$ cat config.mk
export PLATFORM = sky130hd
export DESIGN_NAME = san_timer_irq
export DESIGN_NICKNAME = d
export VERILOG_FILES = /design/src/rtl/san_timer_irq.sv
export SDC_FILE = /design/constraint.sdc
export NUM_CORES = 1
export LEC_CHECK = 0
export CORE_ASPECT_RATIO = 0.7
export CORE_MARGIN = 2
export CORE_UTILIZATION = 38
export DETAILED_ROUTE_END_ITERATION = 10
export HOLD_SLACK_MARGIN = 0.03
export PLACE_DENSITY = 0.64
export SLEW_MARGIN = 20
export SYNTH_ARGS = -nofsm -noshare
export SYNTH_HDL_FRONTEND = slang
export SYNTH_SLANG_ARGS = --single-unit
$ cat constraint.sdc
create_clock -name S_AXI_ACLK -period 5.4 [get_ports S_AXI_ACLK]
set_input_delay 1.08 -clock S_AXI_ACLK [delete_from_list [all_inputs] [get_ports S_AXI_ACLK]]
set_output_delay 1.08 -clock S_AXI_ACLK [all_outputs]
set_load 0.1 [all_outputs]
$ cat src/rtl/san_timer_irq.sv
// Multi-channel periodic/one-shot timer that snoops AXI4-Lite register writes and aggregates
// masked sticky status into one level interrupt. Define SAN_TIMER_OVF_CNT_EN for missed-IRQ counters.
module san_timer_irq #(
  parameter int unsigned C_S_AXI_DATA_WIDTH = 32,
  parameter int unsigned NUM_CH             = 2,
  parameter int unsigned ADDR_W             = 3
) (
  input  logic                                 S_AXI_ACLK,
  input  logic                                 S_AXI_ARESETN,
  input  logic                                 slv_reg_wren,
  input  logic [ADDR_W-1:0]                    axi_awaddr,
  input  logic [C_S_AXI_DATA_WIDTH-1:0]        S_AXI_WDATA,
  output logic [NUM_CH*C_S_AXI_DATA_WIDTH-1:0] COUNT_SAN,
  output logic [NUM_CH-1:0]                    IRQ_STATUS,
  output logic [NUM_CH-1:0]                    EXT_IRQ_PULSE,
  output logic                                 EXT_IRQ,
  output logic [NUM_CH*8-1:0]                  OVF_CNT
);

  localparam int unsigned W = C_S_AXI_DATA_WIDTH;

  logic              wr_ctrl;
  logic              wr_status;
  logic              wr_mask;
  logic [NUM_CH-1:0] wr_period;
  logic [NUM_CH-1:0] term;
  logic [NUM_CH-1:0] w1c;

  logic [NUM_CH-1:0] en_q, en_d;
  logic [NUM_CH-1:0] oneshot_q, oneshot_d;
  logic [NUM_CH-1:0] status_q, status_d;
  logic [NUM_CH-1:0] mask_q, mask_d;
  logic [NUM_CH-1:0] pulse_q;
  logic              irq_q;
  logic [W-1:0]      count_q  [NUM_CH];
  logic [W-1:0]      count_d  [NUM_CH];
  logic [W-1:0]      period_q [NUM_CH];
  logic [W-1:0]      period_d [NUM_CH];

  assign wr_ctrl   = slv_reg_wren && (axi_awaddr == ADDR_W'(0));
  assign wr_status = slv_reg_wren && (axi_awaddr == ADDR_W'(1));
  assign wr_mask   = slv_reg_wren && (axi_awaddr == ADDR_W'(2));

  // Terminal uses >= so a period rewritten below the running count fires next cycle.
  always_comb begin
    wr_period = '0;
    term      = '0;
    for (int c = 0; c < NUM_CH; c++) begin
      wr_period[c] = slv_reg_wren && (axi_awaddr == ADDR_W'(4 + c));
      term[c]      = en_q[c] && (period_q[c] != '0) && (count_q[c] >= period_q[c] - W'(1));
      count_d[c]   = (en_q[c] && (period_q[c] != '0) && !term[c]) ? count_q[c] + W'(1) : '0;
      period_d[c]  = wr_period[c] ? S_AXI_WDATA : period_q[c];
    end
  end

  // Hardware set beats W1C; a software CTRL write beats one-shot auto-clear.
  always_comb begin
    w1c       = wr_status ? S_AXI_WDATA[NUM_CH-1:0] : '0;
    status_d  = (status_q & ~w1c) | term;
    en_d      = en_q & ~(term & oneshot_q);
    oneshot_d = oneshot_q;
    if (wr_ctrl) begin
      en_d      = S_AXI_WDATA[NUM_CH-1:0];
      oneshot_d = S_AXI_WDATA[8 +: NUM_CH];
    end
    mask_d = wr_mask ? S_AXI_WDATA[NUM_CH-1:0] : mask_q;
  end

  always_ff @(posedge S_AXI_ACLK or negedge S_AXI_ARESETN) begin
    if (!S_AXI_ARESETN) begin
      en_q      <= '0;
      oneshot_q <= '0;
      status_q  <= '0;
      mask_q    <= '0;
      pulse_q   <= '0;
      irq_q     <= 1'b0;
      for (int c = 0; c < NUM_CH; c++) begin
        count_q[c]  <= '0;
        period_q[c] <= '0;
      end
    end else begin
      en_q      <= en_d;
      oneshot_q <= oneshot_d;
      status_q  <= status_d;
      mask_q    <= mask_d;
      pulse_q   <= term;
      irq_q     <= |(status_q & mask_q);
      for (int c = 0; c < NUM_CH; c++) begin
        count_q[c]  <= count_d[c];
        period_q[c] <= period_d[c];
      end
    end
  end

  always_comb begin
    COUNT_SAN = '0;
    for (int c = 0; c < NUM_CH; c++) begin
      COUNT_SAN[c*W +: W] = count_q[c];
    end
  end

  assign IRQ_STATUS    = status_q;
  assign EXT_IRQ_PULSE = pulse_q;
  assign EXT_IRQ       = irq_q;

`ifdef SAN_TIMER_OVF_CNT_EN
  logic [7:0] ovf_q [NUM_CH];
  logic [7:0] ovf_d [NUM_CH];

  // Clear on W1C wins even over a coincident event; otherwise count events hitting a set bit.
  always_comb begin
    for (int c = 0; c < NUM_CH; c++) begin
      ovf_d[c] = ovf_q[c];
      if (w1c[c]) begin
        ovf_d[c] = '0;
      end else if (term[c] && status_q[c] && (ovf_q[c] != 8'hff)) begin
        ovf_d[c] = ovf_q[c] + 8'd1;
      end
    end
  end

  always_ff @(posedge S_AXI_ACLK or negedge S_AXI_ARESETN) begin
    if (!S_AXI_ARESETN) begin
      for (int c = 0; c < NUM_CH; c++) begin
        ovf_q[c] <= '0;
      end
    end else begin
      for (int c = 0; c < NUM_CH; c++) begin
        ovf_q[c] <= ovf_d[c];
      end
    end
  end

  always_comb begin
    OVF_CNT = '0;
    for (int c = 0; c < NUM_CH; c++) begin
      OVF_CNT[c*8 +: 8] = ovf_q[c];
    end
  end
`else
  assign OVF_CNT = '0;
`endif

endmodule

-- Yosys cells after proc, flatten, opt, wreduce, memory -nomap -nowiden
Cells that the tools add are included.
- output and inout port bits: 85
- input port bits: 38
- flip-flop bits (word level): 139
- word-level logic and storage cells: 48
- multiplexer cells: 4
- order comparisons: 2
- reduce and logical (&&, ||, !) cells: 17
- $add $sub $neg: 4
- bitwise logic cells: 7
- equality and inequality tests: 4
- operator list (kind ; count):
    32-bit by 1-bit adder with 32-bit output, second input constant ; 2
    32-bit greater-or-equal comparator ; 2
    32-bit 2-to-1 mux ; 2
    32-bit nonzero test ; 2
    32-bit by 1-bit subtractor with 32-bit output, second input constant ; 2
    1-bit logical AND ; 11
    2-bit bitwise AND ; 4
    3-bit equality test, second input constant ; 2
    2-bit 2-to-1 mux ; 2
    2-bit inverter ; 2
    3-bit by 1-bit equality test with 1-bit output, second input constant ; 1
    3-bit by 2-bit equality test with 1-bit output, second input constant ; 1
    3-bit zero test ; 1
    1-bit zero test ; 2
    2-bit OR ; 1
    2-bit OR reduction ; 1

-- Logic depth before layout (Yosys ltp)
Gate-level depths: netlist of run 1.
- word-level depth: 7
- gate-level depth with buffers: 15
- depth with buffers taken out: 14

-- Worst setup path after synthesis of run 1
Ideal clock, no wire load.
- path kind: register -> register
- start point: register period_q[44] in the netlist's numbering
- end point: register count_q, in the netlist COUNT_SAN[5]
- data arrival time: 3897 ps
- required time: 5326 ps
- path buffers: 1
- clock period less this slack: 3971 ps
- path slack: 1429 ps
- cell stages (with the launch flop): 14
- path through: dfrtp_1 -> or4_1 -> or4_1 -> or4_1 -> nor4_1 -> xnor2_1 -> ha_1 -> nand4_1 -> nor2_1 -> a221o_1 -> a211oi_1 -> nand3b_1 -> buf_4 -> nor2_1
- RTL lines (element ; RTL line ; source):
    start: declaration ; 37 ; logic [W-1:0] period_q [NUM_CH];
    start signal: indexed assignment ; 90 ; period_q[c] <= period_d[c];
    end signal: indexed assignment ; 89 ; count_q[c] <= count_d[c];
    end: declaration ; 35 ; logic [W-1:0] count_q [NUM_CH];

-- Worst setup path in the final report of run 1
- start point: register period_q[43] in the netlist's numbering
- end point: register en_q[0]
- cells in the longest elaborated chain, start to end: 7
- elaborated cells on any way between the ends: 9
- ends and longest elaborated chain (element ; RTL line ; source):
    32-bit by 1-bit subtractor with 32-bit output or 32-bit nonzero test (tied branches) ; 50 ; term[c] = en_q[c] && (period_q[c] != '0) && (count_q[c] >= period_q[c] - W'(1));
    32-bit greater-or-equal comparator or 1-bit logical AND (tied branches) ; 50 ;
    1-bit logical AND * ; 50 ;
    net term[0] ; 26 ; logic [NUM_CH-1:0] term;
    2-bit bitwise AND * ; 60 ; en_d = en_q & ~(term & oneshot_q);
    2-bit inverter * ; 60 ;
    2-bit bitwise AND * ; 60 ;
    2-bit 2-to-1 mux * ; 62 ; if (wr_ctrl) begin
    net en_d[0] ; 29 ; logic [NUM_CH-1:0] en_q, en_d;
    end signal: assignment ; 82 ; en_q <= en_d;
    end: declaration ; 29 ;
The timed path passes the listed nets; every way through them passes the cells marked *.
A chain may end at the register's enable or synchronous reset.

==> out/qor.yml, run 1 <==
status: "complete, no violations"
synthXorXnorAreaFrac: 0.123
post-route-util: 0.477
cts_resized: 0
regToRegSetupSlack_ns: 0.70
final_common_cell: "dfrtp_1"
worstSetupPathType: "flip-flop to flip-flop"
path_max_fanout: 6
grt_antenna_before_repair: 0
dieArea_um2: 23600
maxSlewHeadroom: 0.344
crit_start: "period_q[43]"
layout_common_cells: "139 x dfrtp_1, 105 x clkdlybuf4s50_1, 84 x nor2_1"
crit_family: "simple AND/OR/NAND/NOR gates"
post-dp-hpwl_um: 15000
worstHoldPathCells: 2
cts_buffers: 17
power_density_nw_per_um2: 299
drc: 0
start_util: 0.390
seq_area_frac_synth: 0.409
timing.final.crit_period_ns: 4.70
synth_compound_area_frac: 0.0493
cp_slowest_cell: "or4_1"
cts_setup_buffers: 0
fillers: 2000
grt_pass1_vias: 6029
grt_usage: 0.175
viasPerCell: 5.06
grt_overflow_total: 0
syn_area_per_cell_um2: 10.2
drv_cap: 0
die_x_um: 183
routabilityCongestion: 0.800
grt_max_degree: 106
core_um2: 21800
yosysUniqueCellTypes: 50
nNetsFinal: 1060
ant_nets: 0
drive_gt1_frac: 0.111
grt_pass1_wl_um: 32400
wl_per_cell_um: 15.9
r2r-start: "period_q[43]"
synth_flop_cell: "dfrtp_1"
required_ns: 5.67
worstPathArrival_ns: 4.97
setup_viol: 0
hp-class: "flip-flop to flip-flop"
port_buffers: 106
min_from: "oneshot_q[0]"
cts_tree: "built"
syn2layout_area_growth_pct: 22.2
synth_top_family_by_area: "simple AND/OR/NAND/NOR gates"
fin_worst_skew_ns: 0.00935
routed_wirelength_um: 19800
vias: 6293
critPathBufInv: 0
cp-start-kind: "flip-flop"
synthAdderAreaFrac: 0.100
yosys_warnings: 0
cts_hold_buf: 0
hold_viol: 0
ctsLongestPathBuffers: 2
async_flop_share: 1.00
ios: 123
worstRegToRegCells: 11
setup_tns_ns: 0
cts.clk_slew.worst_paths_ns: 0.05
dieHeight_um: 129
diodes: 0
firstDrtPassIters: 7
synth_seq_cells: 139
path_cells: "or4_1 -> or4_1 -> or4_1 -> nor4_1 -> xnor2_1 -> ha_1 -> nand4_1 -> nor4_1 -> o31ai_1 -> a21oi_1 -> a32oi_1"
endpoint_kind: "flip-flop"
cp_common_cell: "or4_1"
syn_area_um2: 8500
drtIter0Drc: 341
cts-root-buf: "clkbuf_16"
clk_latency_ns: 0.41
synth-simple-area-share: 0.202
worst_hold_path.endpoint: "oneshot_q[0]"
muxShareOfSynthArea: 0.0835
fmax_mhz: 213
clock_sinks: 139
power_leakage_nw: 4.30
tightestPinTransition_ns: 0.981
slew_violations: 0
synth_cells: 836
slowest_delay_ns: 0.67
cts_max_level: 4
rows: 45
synth_edf_count: 0
rsz0062_at_grt: "false"
irDropWorstVdd_mv: 0.253
post-route-period-util: 0.871
r2r-end: "en_q[0]"
-- synthesized netlist by cell type (3+ instances only) --
| cell type | count | area share |
|---|---|---|
| or4_1 | 10 | 0.0088 |
| buf_6 | 3 | 0.0040 |
| a21o_1 | 4 | 0.0035 |
| o21ai_0 | 12 | 0.0071 |
| buf_4 | 19 | 0.017 |
| nand2_1 | 64 | 0.028 |
| nand3_1 | 28 | 0.016 |
| nor3b_1 | 4 | 0.0035 |
| nor2b_1 | 3 | 0.0022 |
| dfrtp_1 | 139 | 0.41 |
| or3_1 | 8 | 0.0059 |
| and3_1 | 5 | 0.0037 |
| xor2_1 | 39 | 0.040 |
| nor4_1 | 18 | 0.013 |
| or3b_2 | 3 | 0.0031 |
| clkbuf_1 | 8 | 0.0035 |
| a211oi_1 | 4 | 0.0035 |
| a21oi_1 | 24 | 0.014 |
| nor3_1 | 28 | 0.016 |
| xnor2_1 | 80 | 0.082 |
| ha_1 | 68 | 0.10 |
| and2_1 | 34 | 0.025 |
| nand2b_1 | 5 | 0.0037 |
| nand4_1 | 20 | 0.015 |
| o21a_1 | 3 | 0.0026 |
| inv_1 | 20 | 0.0088 |
| nor2_1 | 84 | 0.037 |
| and4_1 | 9 | 0.0093 |
| mux2_2 | 63 | 0.083 |
-- worst max path at each step --
stage | slack [ns] | depth (start not counted) | end
2_1_floorplan | 1.43 | 13 | COUNT_SAN[5]
3_3_place_gp | 0.80 | 11 | en_q[0]
3_5_place_dp | 0.75 | 11 | en_q[0]
4_1_cts | 0.72 | 11 | en_q[0]
5_1_grt | 0.42 | 11 | en_q[0]
6_report | 0.70 | 11 | en_q[0]
-- report_power, final --
| part | internal (mW) | switching (mW) |
|---|---|---|
| Combinational | 0.301 | 0.385 |
| Clock | 0.687 | 0.413 |
| Sequential | 1.17 | 0.149 |
-- layer usage --
| metal | vias to the layer above | track usage | share of wire |
|---|---|---|---|
| met5 | - | 0 | 0 |
| met1 | 2990 | 0.279 | 0.55 |
| met2 | 145 | 0.236 | 0.39 |
| li1 | 3143 | - | - |
| met3 | 15 | 0.0349 | 0.047 |
| met4 | 0 | 0.0460 | 0.010 |
-- flip-flops by register name, summed over array words and instances (netlist names) --
register,flops
COUNT_SAN,64
EXT_IRQ,1
EXT_IRQ_PULSE,2
IRQ_STATUS,2
en_q,2
mask_q,2
oneshot_q,2
period_q,64
-- cell families after synthesis --
| logic type | after synthesis |
|---|---|
| compound gates | 63 |
| xor+xnor | 119 |
| fa+ha+maj | 68 |
| buf+inv | 50 |
| flops | 139 |
| mux | 63 |
| other cells | 1 |
| simple gates | 333 |
-- final cells by class --
cell class,count,area (µm²),share of cell area
clock buffers,22,464,0.0447
clock inverters,4,70.1,0.00675
repair buffers,114,1140,0.110
flip-flops and latches,139,3480,0.335
multi-input cells,662,4800,0.462
inverters,20,75.1,0.00723
well taps,282,353,0.0340
-- stage by stage --
stage          cell area [µm²]  setup WS [ns]  hold slack, ns  total power [mW]  std cells
2_1_floorplan             8560           1.43           0.439              1.83        851
3_3_place_gp              9820          0.799           0.451              2.00       1216
3_5_place_dp              9820          0.753           0.458              2.01       1216
4_1_cts                  10400          0.721           0.469              3.13       1242
5_1_grt                  10400          0.420           0.483              3.27       1243
6_report                 10400          0.696           0.468              3.10       1243
-- tightest hold or removal path, delay by kind of cell, from the launching register on --
family	cells	cell delay (ns)
flip-flops	1	0.34
AND/OR/NAND/NOR	2	0.10
Note: power is estimated with default switching activity, not from simulation.
==> run 2, diff against run 1 <==
--- a/config.mk
+++ b/config.mk
@@ -5,12 +5,13 @@
 export SDC_FILE = /design/constraint.sdc
 export NUM_CORES = 1
 export LEC_CHECK = 0
+export ABC_AREA = 1
 export CORE_ASPECT_RATIO = 0.7
 export CORE_MARGIN = 2
 export CORE_UTILIZATION = 38
 export DETAILED_ROUTE_END_ITERATION = 10
 export HOLD_SLACK_MARGIN = 0.03
-export PLACE_DENSITY = 0.64
+export PLACE_DENSITY = 0.63
 export SLEW_MARGIN = 20
 export SYNTH_ARGS = -nofsm -noshare
 export SYNTH_HDL_FRONTEND = slang
==> out/qor.yml, run 2 <==
grt_max_degree: 95
grt_pass1_wl_um: 40600
grt_overflow_total: 0
synth_edf_count: 0
cts_tree: "built"
hp-class: "flip-flop to flip-flop"
dieHeight_um: 136
power_leakage_nw: 5.27
dp.cells: 1663
post-dp-hpwl_um: 19300
syn2layout_area_growth_pct: 20.2
power_frac_clock: 0.351
ant_nets: 0
yosys_warnings: 0
cts_resized: 0
worstRegToRegCells: 18
firstDrtPassIters: 6
cts-root-buf: "clkbuf_16"
required_ns: 5.71
grt_usage: 0.199
drive_gt1_frac: 0.0693
syn_area_um2: 9490
muxShareOfSynthArea: 0
netSwitchingPower_mw: 1.19
grt_pass1_vias: 7597
cts_buffers: 17
combPwrFrac: 0.259
final_common_cell: "nand2_1"
cp-start-kind: "flip-flop"
slew_violations: 0
worstSetupPathType: "flip-flop to flip-flop"
fin_worst_skew_ns: 0.00909
fin_cells: 1695
worstPathArrival_ns: 3.95
grt_antenna_before_repair: 0
die_x_um: 193
path_max_fanout: 32
synthXorXnorAreaFrac: 0.0960
fin_hold_ws_ns: 0.489
sequentialPowerShare: 0.390
vias: 8093
hold_viol: 0
tightestPinTransition_ns: 1.05
worstHoldPathCells: 2
synthTopCellsByCount: "282 x nand2_1, 185 x nor2_1, 157 x inv_1"
clock_sinks: 139
drv_cap: 0
core_um2: 24600
diodes: 0
yosysUniqueCellTypes: 35
maxSlewHeadroom: 0.295
synth_top_family_by_area: "simple AND/OR/NAND/NOR gates"
port_buffers: 106
routed_wirelength_um: 25100
power_density_nw_per_um2: 290
wl_per_cell_um: 14.8
status: "complete, no violations"
drc: 0
synth_seq_cells: 139
synth_compound_area_frac: 0.0613
timing.final.crit_period_ns: 3.64
viasPerCell: 4.77
dieArea_um2: 26300
seq_area_frac_synth: 0.367
yosys.area.top_type: "dfrtp_1"
start_util: 0.386
async_flop_share: 1.00
post-route-period-util: 0.673
synth_cells: 1250
synth_top_area_frac: 0.367
cts.clk_slew.worst_paths_ns: 0.06
ctsLongestPathBuffers: 2
cts_max_level: 4
regToRegSetupSlack_ns: 1.76
intPower_mw: 2.12
irDropWorstVdd_mv: 0.212
ios: 123
synth_flop_cell: "dfrtp_1"
syn_area_per_cell_um2: 7.59
rows: 48
worst_slack_ns: 1.76
drtIter0Drc: 732
fmax_mhz: 275
cts_setup_buffers: 0
routabilityCongestion: 0.936
clk_latency_ns: 0.42
switching_share: 0.359
dp_worst_setup_slack_ns: 1.82
rsz0062_at_grt: "false"
synth-simple-area-share: 0.301
endpoint_kind: "flip-flop"
setup_viol: 0
setup_tns_ns: 0
synthAdderAreaFrac: 0.0897
layout_common_cells: "280 x nand2_1, 185 x nor2_1, 157 x inv_1"
yosysMostFrequentCell: "nand2_1"
nNetsFinal: 1463
synth.area.top_cells: "dfrtp_1 37%, nand2_1 11%, ha_1 9.0%, nor2_1 7.3%, inv_1 6.2%"
cts_hold_buf: 0
[run 2: cell types whose count changed after synthesis, moves of 43 or more]
cell	change
inv_1	+137
xnor2_1	-43
mux2_2	-63
nor2_1	+101
nand2_1	+218
o21ai_0	+62
[run 2: layout make-up]
| type | count | area [µm²] |
|---|---|---|
| Clock buffer | 18 | 429 |
| Timing Repair Buffer | 107 | 1070 |
| Sequential cell | 139 | 3480 |
| Fill cell | 2450 | 13200 |
| Multi-Input combinational cell | 932 | 5270 |
| Tap cell | 325 | 407 |
| Clock inverter | 14 | 150 |
| Inverter | 160 | 601 |
[run 2: metrics by stage]
step / utilization / area (µm²) / total power [mW]
after global routing: 0.464 / 11400 / 3.52
after global placement: 0.441 / 10800 / 2.13
after CTS: 0.464 / 11400 / 3.33
final: 0.464 / 11400 / 3.30
after floorplan: - / 9540 / 1.94
after detailed placement: 0.441 / 10800 / 2.16
[run 2: logic make-up after synthesis]
group                    count (synthesis)
AND/OR/NAND/NOR                        633
buffers and inverters                  194
flip-flops                             139
AO/OA/AOI/OAI                          111
XOR/XNOR                               104
adder cells (fa/ha/maj)                 68
other                                    1
[run 2: worst max-delay path, stage by stage (launching register included)]
cell and delay (ns):
dfrtp_1 0.41, inv_1 0.17, ha_1 0.25, nand2_2 0.10, nor2_4 0.17, nand2_2 0.11
nor2_4 0.14, nand2_2 0.11, nor2_4 0.13, nand4_1 0.10, xor2_1 0.16, ha_1 0.28
nand2_1 0.08, o21ai_0 0.09, nor2_1 0.09, nand2_1 0.06, nor2_1 0.16, nand3_2 0.56
nor3_1 0.35
[run 2: path summary, 6_finish.rpt]
| path | start | end |
|---|---|---|
| max | period_q[32] | COUNT_SAN[7] |
| max in group asynchronous | S_AXI_ARESETN | COUNT_SAN[59] |
| min in group asynchronous | S_AXI_ARESETN | COUNT_SAN[0] |
| min reg2reg | period_q[30] | period_q[30] |
| max reg2reg | period_q[32] | COUNT_SAN[7] |
| min | period_q[30] | period_q[30] |
[run 2: metal layers]
layer / track usage / routed length (µm)
met2: 0.265 / 9750
met4: 0.0288 / 95
met5: 0 / 0
met1: 0.320 / 13500
met3: 0.0488 / 1800
[run 2: power groups by stage]
stage                     combinational, mW  clock [mW]  sequential [mW]
after CTS                             0.861        1.18             1.29
final                                 0.855        1.16             1.29
after detailed placement              0.850           0             1.31
after global placement                0.829           0             1.30
after floorplan                       0.593           0             1.34
after global routing                  0.976        1.23             1.31
